`src/rtl/hack_pkg.sv`:
```
// Shared encodings for the Hack control stage: FSM states, IR field positions,
// destination and jump bit positions.
package hack_pkg;

  typedef enum logic [1:0] {
    FETCH = 2'd0,
    EXEC  = 2'd1,
    MEM   = 2'd2,
    HALT  = 2'd3
  } state_t;

  // Instruction register field positions
  localparam int IR_I    = 15;
  localparam int IR_A    = 12;
  localparam int IR_C_HI = 11;
  localparam int IR_C_LO = 6;
  localparam int IR_D_HI = 5;
  localparam int IR_D_LO = 3;
  localparam int IR_J_HI = 2;
  localparam int IR_J_LO = 0;

  // Destination bits within the IR
  localparam int DEST_A = 5;
  localparam int DEST_D = 4;
  localparam int DEST_M = 3;

  // Jump bits within the 3-bit jump field
  localparam int JMP_LT = 2;
  localparam int JMP_EQ = 1;
  localparam int JMP_GT = 0;

endpackage

```
`src/rtl/hack_cpu_ctrl_if.sv`:
```
// Bus bundle between the Hack control stage and its ROM, RAM and ALU.
// master = control stage, slave = ROM/RAM/ALU side.
interface hack_cpu_ctrl_if;
  logic [15:0] instr;
  logic        instr_valid;
  logic [14:0] pc;
  logic [15:0] inM;
  logic        mem_ready;
  logic [15:0] outM;
  logic        writeM;
  logic [14:0] addressM;
  logic [15:0] alu_x;
  logic [15:0] alu_y;
  logic        alu_zx;
  logic        alu_nx;
  logic        alu_zy;
  logic        alu_ny;
  logic        alu_f;
  logic        alu_no;
  logic [15:0] alu_o;
  logic        alu_zr;
  logic        alu_ng;

  modport master (
    input  instr, instr_valid, inM, mem_ready, alu_o, alu_zr, alu_ng,
    output pc, outM, writeM, addressM, alu_x, alu_y,
    output alu_zx, alu_nx, alu_zy, alu_ny, alu_f, alu_no
  );

  modport slave (
    output instr, instr_valid, inM, mem_ready, alu_o, alu_zr, alu_ng,
    input  pc, outM, writeM, addressM, alu_x, alu_y,
    input  alu_zx, alu_nx, alu_zy, alu_ny, alu_f, alu_no
  );
endinterface

```
`src/rtl/hack_jump_eval.sv`:
```
// Jump condition evaluator: combines the 3-bit jump field with the ALU flags.
module hack_jump_eval
  import hack_pkg::*;
(
  input  logic [2:0] j,
  input  logic       zr,
  input  logic       ng,
  output logic       jmp
);

  assign jmp = (j[JMP_LT] & ng) | (j[JMP_EQ] & zr) | (j[JMP_GT] & ~ng & ~zr);

endmodule

```
`src/rtl/hack_cpu_ctrl.sv`:
```
// Hack control/register stage: fetch, A/D/PC registers, C-instruction decode,
// writeback, RAM write handshake and jumps. Optional HALT via HACK_CTRL_HALT_EN.
module hack_cpu_ctrl
  import hack_pkg::*;
(
  input  logic                  clk,
  input  logic                  rst_n,
  hack_cpu_ctrl_if.master       bus,
  output logic                  halted
);

  state_t      state;
  logic [15:0] ir;
  logic [15:0] a_reg;
  logic [15:0] d_reg;
  logic [14:0] pc;
  logic        write_m;

  logic        is_c;
  logic        mem_access;
  logic        ctrl_en;
  logic        jmp;
  logic        do_commit;
  logic        halt_hit;
  logic [14:0] pc_inc;
  logic [14:0] pc_commit;

  assign is_c       = ir[IR_I];
  assign mem_access = ir[IR_A] | ir[DEST_M];
  assign ctrl_en    = is_c && ((state == EXEC) || (state == MEM));

  assign {bus.alu_zx, bus.alu_nx, bus.alu_zy,
          bus.alu_ny, bus.alu_f,  bus.alu_no} = ctrl_en ? ir[IR_C_HI:IR_C_LO] : 6'b0;

  assign bus.alu_x    = d_reg;
  assign bus.alu_y    = ir[IR_A] ? bus.inM : a_reg;
  assign bus.outM     = bus.alu_o;
  assign bus.writeM   = write_m;
  assign bus.addressM = a_reg[14:0];
  assign bus.pc       = pc;

  hack_jump_eval u_jump (
    .j   (ir[IR_J_HI:IR_J_LO]),
    .zr  (bus.alu_zr),
    .ng  (bus.alu_ng),
    .jmp (jmp)
  );

  // Jump target is the pre-commit A, even when this instruction also writes A
  assign pc_inc    = pc + 15'd1;
  assign pc_commit = jmp ? a_reg[14:0] : pc_inc;

  assign do_commit = is_c && (((state == EXEC) && !mem_access) ||
                              ((state == MEM) && bus.mem_ready));

`ifdef HACK_CTRL_HALT_EN
  assign halt_hit = jmp && (a_reg[14:0] == pc);
  assign halted   = (state == HALT);
`else
  assign halt_hit = 1'b0;
  assign halted   = 1'b0;
`endif

  always_ff @(posedge clk) begin
    if (!rst_n) begin
      state   <= FETCH;
      ir      <= 16'd0;
      a_reg   <= 16'd0;
      d_reg   <= 16'd0;
      pc      <= 15'd0;
      write_m <= 1'b0;
    end else if (do_commit) begin
      if (ir[DEST_A]) a_reg <= bus.alu_o;
      if (ir[DEST_D]) d_reg <= bus.alu_o;
      pc      <= pc_commit;
      write_m <= 1'b0;
      state   <= halt_hit ? HALT : FETCH;
    end else begin
      case (state)
        FETCH: begin
          if (bus.instr_valid) begin
            ir    <= bus.instr;
            state <= EXEC;
          end
        end
        EXEC: begin
          if (!is_c) begin
            a_reg <= {1'b0, ir[14:0]};
            pc    <= pc_inc;
            state <= FETCH;
          end else begin
            // Only memory-touching C-instructions reach here; commit waits for RAM
            write_m <= ir[DEST_M];
            state   <= MEM;
          end
        end
        MEM:     state <= MEM;
        HALT:    state <= HALT;
        default: state <= FETCH;
      endcase
    end
  end

endmodule

```
`src/flat_wrapper.sv`:
```
// flat-port wrapper written by rule: the top's interface ports become plain ports
module hack_cpu_ctrl_flat import hack_pkg::*;
  (clk, rst_n, halted, bus_instr, bus_instr_valid, bus_inM, bus_mem_ready, bus_alu_o, bus_alu_zr, bus_alu_ng, bus_pc, bus_outM, bus_writeM, bus_addressM, bus_alu_x, bus_alu_y, bus_alu_zx, bus_alu_nx, bus_alu_zy, bus_alu_ny, bus_alu_f, bus_alu_no);
  hack_cpu_ctrl_if bus_i ();
  input  logic clk;
  input  logic rst_n;
  output logic halted;
  input wire logic [$bits(bus_i.instr)-1:0] bus_instr;
  input wire logic [$bits(bus_i.instr_valid)-1:0] bus_instr_valid;
  input wire logic [$bits(bus_i.inM)-1:0] bus_inM;
  input wire logic [$bits(bus_i.mem_ready)-1:0] bus_mem_ready;
  input wire logic [$bits(bus_i.alu_o)-1:0] bus_alu_o;
  input wire logic [$bits(bus_i.alu_zr)-1:0] bus_alu_zr;
  input wire logic [$bits(bus_i.alu_ng)-1:0] bus_alu_ng;
  output wire logic [$bits(bus_i.pc)-1:0] bus_pc;
  output wire logic [$bits(bus_i.outM)-1:0] bus_outM;
  output wire logic [$bits(bus_i.writeM)-1:0] bus_writeM;
  output wire logic [$bits(bus_i.addressM)-1:0] bus_addressM;
  output wire logic [$bits(bus_i.alu_x)-1:0] bus_alu_x;
  output wire logic [$bits(bus_i.alu_y)-1:0] bus_alu_y;
  output wire logic [$bits(bus_i.alu_zx)-1:0] bus_alu_zx;
  output wire logic [$bits(bus_i.alu_nx)-1:0] bus_alu_nx;
  output wire logic [$bits(bus_i.alu_zy)-1:0] bus_alu_zy;
  output wire logic [$bits(bus_i.alu_ny)-1:0] bus_alu_ny;
  output wire logic [$bits(bus_i.alu_f)-1:0] bus_alu_f;
  output wire logic [$bits(bus_i.alu_no)-1:0] bus_alu_no;
  assign bus_i.instr = bus_instr;
  assign bus_i.instr_valid = bus_instr_valid;
  assign bus_i.inM = bus_inM;
  assign bus_i.mem_ready = bus_mem_ready;
  assign bus_i.alu_o = bus_alu_o;
  assign bus_i.alu_zr = bus_alu_zr;
  assign bus_i.alu_ng = bus_alu_ng;
  assign bus_pc = bus_i.pc;
  assign bus_outM = bus_i.outM;
  assign bus_writeM = bus_i.writeM;
  assign bus_addressM = bus_i.addressM;
  assign bus_alu_x = bus_i.alu_x;
  assign bus_alu_y = bus_i.alu_y;
  assign bus_alu_zx = bus_i.alu_zx;
  assign bus_alu_nx = bus_i.alu_nx;
  assign bus_alu_zy = bus_i.alu_zy;
  assign bus_alu_ny = bus_i.alu_ny;
  assign bus_alu_f = bus_i.alu_f;
  assign bus_alu_no = bus_i.alu_no;
  hack_cpu_ctrl u_core (.clk(clk), .rst_n(rst_n), .bus(bus_i), .halted(halted));
endmodule
```
`config.mk`:
```
export PLATFORM = sky130hd
export DESIGN_NAME = hack_cpu_ctrl_flat
export DESIGN_NICKNAME = d
export VERILOG_FILES = /design/src/rtl/hack_pkg.sv /design/src/rtl/hack_cpu_ctrl_if.sv /design/src/rtl/hack_jump_eval.sv /design/src/rtl/hack_cpu_ctrl.sv /design/src/flat_wrapper.sv
export SDC_FILE = /design/constraint.sdc
export NUM_CORES = 1
export LEC_CHECK = 0
export BUFFER_PORTS_ARGS = -buffer_cell sky130_fd_sc_hd__buf_4
export CORE_ASPECT_RATIO = 2
export CORE_UTILIZATION = 45
export DETAILED_ROUTE_END_ITERATION = 8
export GPL_TIMING_DRIVEN = 0
export PLACE_DENSITY = 0.89
export SLEW_MARGIN = 40
export SYNTH_ARGS = -nofsm -noshare
export SYNTH_HDL_FRONTEND = slang
export SYNTH_SLANG_ARGS = --single-unit
```
`constraint.sdc`:
```
create_clock -name clk -period 1.9 [get_ports clk]
set_input_delay 0.285 -clock clk [delete_from_list [all_inputs] [get_ports clk]]
set_output_delay 0.285 -clock clk [all_outputs]
set_load 0.005 [all_outputs]
```
After elaboration in Yosys (flattened, before gate mapping):

Index checks and enable logic that the tools add are counted.

* add/sub/neg operators: 1
* equality and inequality tests: 6
* muxes and demuxes: 13
* bitwise logic cells: 11
* reductions and logical operators: 15

Operator list (count)
* $mux W16: 5
* $mux W15: 4
* $add A15 B1 Y15 const B: 1
* $pmux W2 S4: 1
* $mux W6: 1
* $reduce_and A2 Y1: 3
* $reduce_and A3 Y1: 2
* $and A1 B1 Y1: 4
* $eq A2 B2 Y1 const B: 2
* $logic_and A1 B1 Y1: 4
* $mux W2: 2
* $ne A2 B2 Y1 const B: 2
* $not A1 Y1: 4
* $or A1 B1 Y1: 3
* $eq A2 B1 Y1 const B: 1
* $logic_not A2 Y1: 1
* $logic_or A1 B1 Y1: 2
* $ne A2 B1 Y1 const B: 1
* $reduce_bool A2 Y1: 1
* $reduce_or A2 Y1: 1
* $logic_not A1 Y1: 1

* register bits: 66
* logic and storage cells: 52

Logic depth before layout (Yosys ltp):

* word-level depth: 7
* depth in mapped cells: 8

Modules after synthesis:

Synthesis repeated with hierarchy kept, for this count alone.

* cell total of the unflattened synthesis: 448
* area, all modules: 3654.8 sq um

By module, submodules not included
* hack_cpu_ctrl: instances 1, cells each 446, area an instance 3637.2 sq um, sequential area each 1321.3 sq um
* hack_jump_eval: instances 1, cells each 2, area an instance 17.5 sq um, sequential area each 0.0 sq um

Worst setup path before layout:

Ideal clock, no wire load.

* path type: flip-flop to flip-flop
* start point: register u_core.state[0]
* end point: register u_core.ir[10]
* library setup time: 0.132 ns
* arrival time: 1.655 ns
* required time: 1.768 ns
* path slack: 0.113 ns
* cell stages (with the launch flop): 9
* path buffers: 2
* clock period less this slack: 1.787 ns
* cells stage by stage: dfxtp_1 > inv_1 > ha_1 > and3_1 > or3_1 > buf_2 > buf_6 > nand2_1 > a21oi_1

* word-level cells in the longest chain between the ends: 6
* elaborated cells on any way between the ends: 9

Ends and longest elaborated chain
* from (decl): line hack_cpu_ctrl.sv:12 `state_t state;`
* from (signal assigned): line hack_cpu_ctrl.sv:77 `state <= halt_hit ? HALT : FETCH;`
* $eq A2 B1 Y1 / $eq A2 B2 Y1 (equally long branches): line hack_cpu_ctrl.sv:53, hack_cpu_ctrl.sv:54
* $logic_and A1 B1 Y1, on equally long branches: line hack_cpu_ctrl.sv:53, hack_cpu_ctrl.sv:54
* $logic_or A1 B1 Y1: line hack_cpu_ctrl.sv:53 `assign do_commit = is_c && (((state == EXEC) && !mem_access) ||`
* $logic_and A1 B1 Y1: line hack_cpu_ctrl.sv:53
* $not A1 Y1 (no source line)
* $reduce_and A3 Y1 (no source line) (*)
* to (signal assigned): line hack_cpu_ctrl.sv:82 `ir <= bus.instr;`
* to (decl): line hack_cpu_ctrl.sv:13 `logic [15:0] ir;`

Every way passes the cells marked *; elsewhere a longest branch is shown, timed or not.
A chain may end at the register's enable or synchronous reset.

Worst setup path after layout:

* start point: register u_core.state[1]
* end point: register u_core.pc[10], in the netlist u_core.bus.pc[10]

* word-level cells in the longest chain between the ends: 6
* elaborated cells on any way between the ends: 10

Ends and longest elaborated chain
* $eq A2 B1 Y1 / $eq A2 B2 Y1 (equally long branches): line hack_cpu_ctrl.sv:53, hack_cpu_ctrl.sv:79, hack_cpu_ctrl.sv:54
* $logic_and A1 B1 Y1, on equally long branches: line hack_cpu_ctrl.sv:53, hack_cpu_ctrl.sv:54
* $logic_or A1 B1 Y1: line hack_cpu_ctrl.sv:53
* $logic_and A1 B1 Y1: line hack_cpu_ctrl.sv:53
* $ne A2 B2 Y1 (no source line) / $reduce_bool A2 Y1 (equally long branches)
* $reduce_and A2 Y1 (no source line)
* to (signal assigned): line hack_cpu_ctrl.sv:75 `pc <= pc_commit;`
* to (signal assigned): line hack_cpu_ctrl.sv:89 `pc <= pc_inc;`
* to (decl): line hack_cpu_ctrl.sv:16 `logic [14:0] pc;`

Several ways; a longest one is shown, not always the timed one.

==> out/metrics.csv <==
metric,value,unit
run status,finished clean,
Synth Area in Compound Gates,17.1,%
final wirelength,11900,microns
endpoints failing setup,0,
mux cell area share after synthesis,10.4,%
top post-synthesis cells by area,"dfxtp_1 (36%), nand2_1 (10%), a21oi_1 (8.4%)",
die height,129,microns
Synth Warn #,0,
CP Launch Type,register,
Synth top cells by count,"nand2_1 (97), dfxtp_1 (66), a21oi_1 (61), buf_4 (38), mux2i_1 (20)",
Port Buf Inserts,138,
Die ar.,8500,sq um
largest family of logic cells by synthesized area,simple AND/OR/NAND/NOR gates,
DRC,0,
CTS Hold Bufs,0,
ys async rst share,0,%
Yosys top cell by area,dfxtp_1,
DR pass1 iterations,5,
DRT antenna net count,0,
"Clk Latency, worst-skew pair",330,ps
Mapped Cells,444,
initial antenna violation count,0,
crit end category,register,
TritonCTS buffer count,9,
clk_skew,6.28,ps
fmax,539,MHz
XOR/XNOR Fraction of Synth Area,0,%
Synth cell types,47,
overall via count from detail_route,3924,
GR peak layer,met2,
Filler Cell Count,622,
Tmin final,1860,ps
post-synthesis simple-gate area fraction,22.5,%
Worst Hold Class,primary input to register,
Detail Placement HPWL,9030,microns
final hold vios,0,
wire length per cell,17.1,microns
pre-CTS setup slack,-110,ps
clock tree from TritonCTS,yes,
clock-pin slew on the worst setup and hold paths,60,ps
core area,7890,sq um
grt ovf,0,
first-iteration detailed-routing DRC count,397,
Clock Sinks,66,
Max-Cap Viols,0,
Reg area,1330,sq um
starting density of the core,46.3,%
#FFs+latches synth,66,
Main synth FF type,dfxtp_1,
Synth Cell Area,3650,sq um
GP Congestion,0.936,
Post-synth EDFFs,0,
LEAKAGE,2.28,nW
row count,46,
# nets final,657,
P&R area growth vs syn,44.6,%
syn_area_per_cell,8.22,sq um
Final Slew Violations,0,
Syn Nets,504,
Power Density,791,nW/um^2
first-pass GRT wire length,18500,microns
Ports,140,
maximum buffer depth of the clock tree,2,
GR Layer Usage met2,55.1,%
Tightest Pin Transition,533,ps
most common cell in the synthesized netlist,nand2_1,
largest net degree at the start of global routing,20,
Root Buffer,clkbuf_16,
Yosys top cell area share,36.2,%
met1 usage,26.6,%
"Data arrival, critical path",2060,ps
H-tree depth,3,
Global Route Usage Sum,28.5,%
Via density,5.63,
setup total negative slack,0,ps
Worst IR Drop VDD,0.622,mV
CP Data Required Time,2100,ps
"Seq/Total Area, Yosys",36.2,%
n_diodes,0,
post-synthesis adder-cell area fraction,2.06,%
critical path type,register to register,
"Max FO, Critical Path",5,
Final WS setup,44.6,ps
Tcrit/Tclk final,97.7,%
GR Util met3,4.75,%
share of layout cells above drive strength 1,40.6,%
chip width,65.7,microns
slew margin rel.,64.5,%
vias in the first global route,3940,
multi-input logic area,1970,sq um
-- critical path, cell delays in order, from the launching register on --
cell and delay (ps):
dfxtp_4 370, inv_2 60, ha_4 170, and4bb_4 240
o22ai_4 270, buf_4 170, buf_8 120, mux2i_1 210
o22ai_1 100
-- logic make-up (layout without fill, tap and decap cells) --
group	count (synthesis)	count (layout)
AND/OR/NAND/NOR	167	167
AO/OA/AOI/OAI	102	102
flip-flops	66	66
buffers and inverters	66	223
multiplexers	36	36
adder cells (fa/ha/maj)	6	6
other	1	1
-- cell usage in the layout, fill, tap and decap left out, drive strengths merged, types with 3 or more instances in the layout --
cell type  Yosys  final
nand3         17     17
nand2b         3      3
clkbuf        12     25
a311oi         7      7
or3            4      4
o22ai         11     11
o21ai          5      5
nand2         98     98
buf           49    191
nor2           7      7
or4            3      3
inv            4      4
mux2          16     16
nand4          6      6
nor4           5      5
a21oi         61     61
ha             6      6
mux2i         20     20
a211oi         9      9
dfxtp         66     66
and3           8      8
-- worst paths after layout --
| check | cells after the start | slack, ps | start | endpoint |
|---|---|---|---|---|
| worst max-delay path | 8 | 40 | u_core.state[1] | u_core.bus.pc[10] |
| worst min-delay path | 3 | 200 | bus_instr[1] | u_core.ir[1] |
| worst max register to register | 8 | 40 | u_core.state[1] | u_core.bus.pc[10] |
| worst min register to register | 2 | 460 | u_core.bus.alu_x[12] | u_core.bus.alu_x[12] |
-- through the flow --
| step | cell area (sq um) | power (mW) | cells | util, % | hold WS (ps) |
|---|---|---|---|---|---|
| after floorplan | 3650 | 1.99 | 444 | - | 421 |
| after global placement | 4810 | 2.35 | 678 | 61.0 | 444 |
| after detailed placement | 4810 | 2.38 | 678 | 61.0 | 454 |
| after CTS | 5190 | 4.14 | 693 | 65.8 | 200 |
| after global routing | 5280 | 4.31 | 697 | 67.0 | 207 |
| final | 5280 | 4.18 | 697 | 67.0 | 204 |
-- final cells by class --
class,instances,area share (%)
repair buffers,143,20.8
multi-input cells,312,37.4
inverters,5,0.355
plain buffers,60,7.91
clock buffers,13,4.93
flip-flops and latches,66,25.2
clock inverters,2,1.14
well taps,96,2.27
-- repair_timing --
action                     CTS  global route
setup endpoints to repair   42            55
gates resized for setup     11            20
gates cloned                 1             0
setup buffers                0             4
pin swaps                    1             2
-- report_power, final --
group	internal, mW	switching [mW]	total [mW]
clock	1.21	0.578	1.79
sequential	1.46	0.0963	1.56
combinational	0.458	0.365	0.823
total	3.14	1.04	4.18
-- layer usage --
layer,share of wire [%],vias up,wire length [microns]
met5,0,-,0
met4,4.6,0,542
met3,5.4,47,647
met2,59,198,7000
met1,31,1825,3720
li1,-,1854,-
No activity file was read; power rests on OpenSTA's default activity.
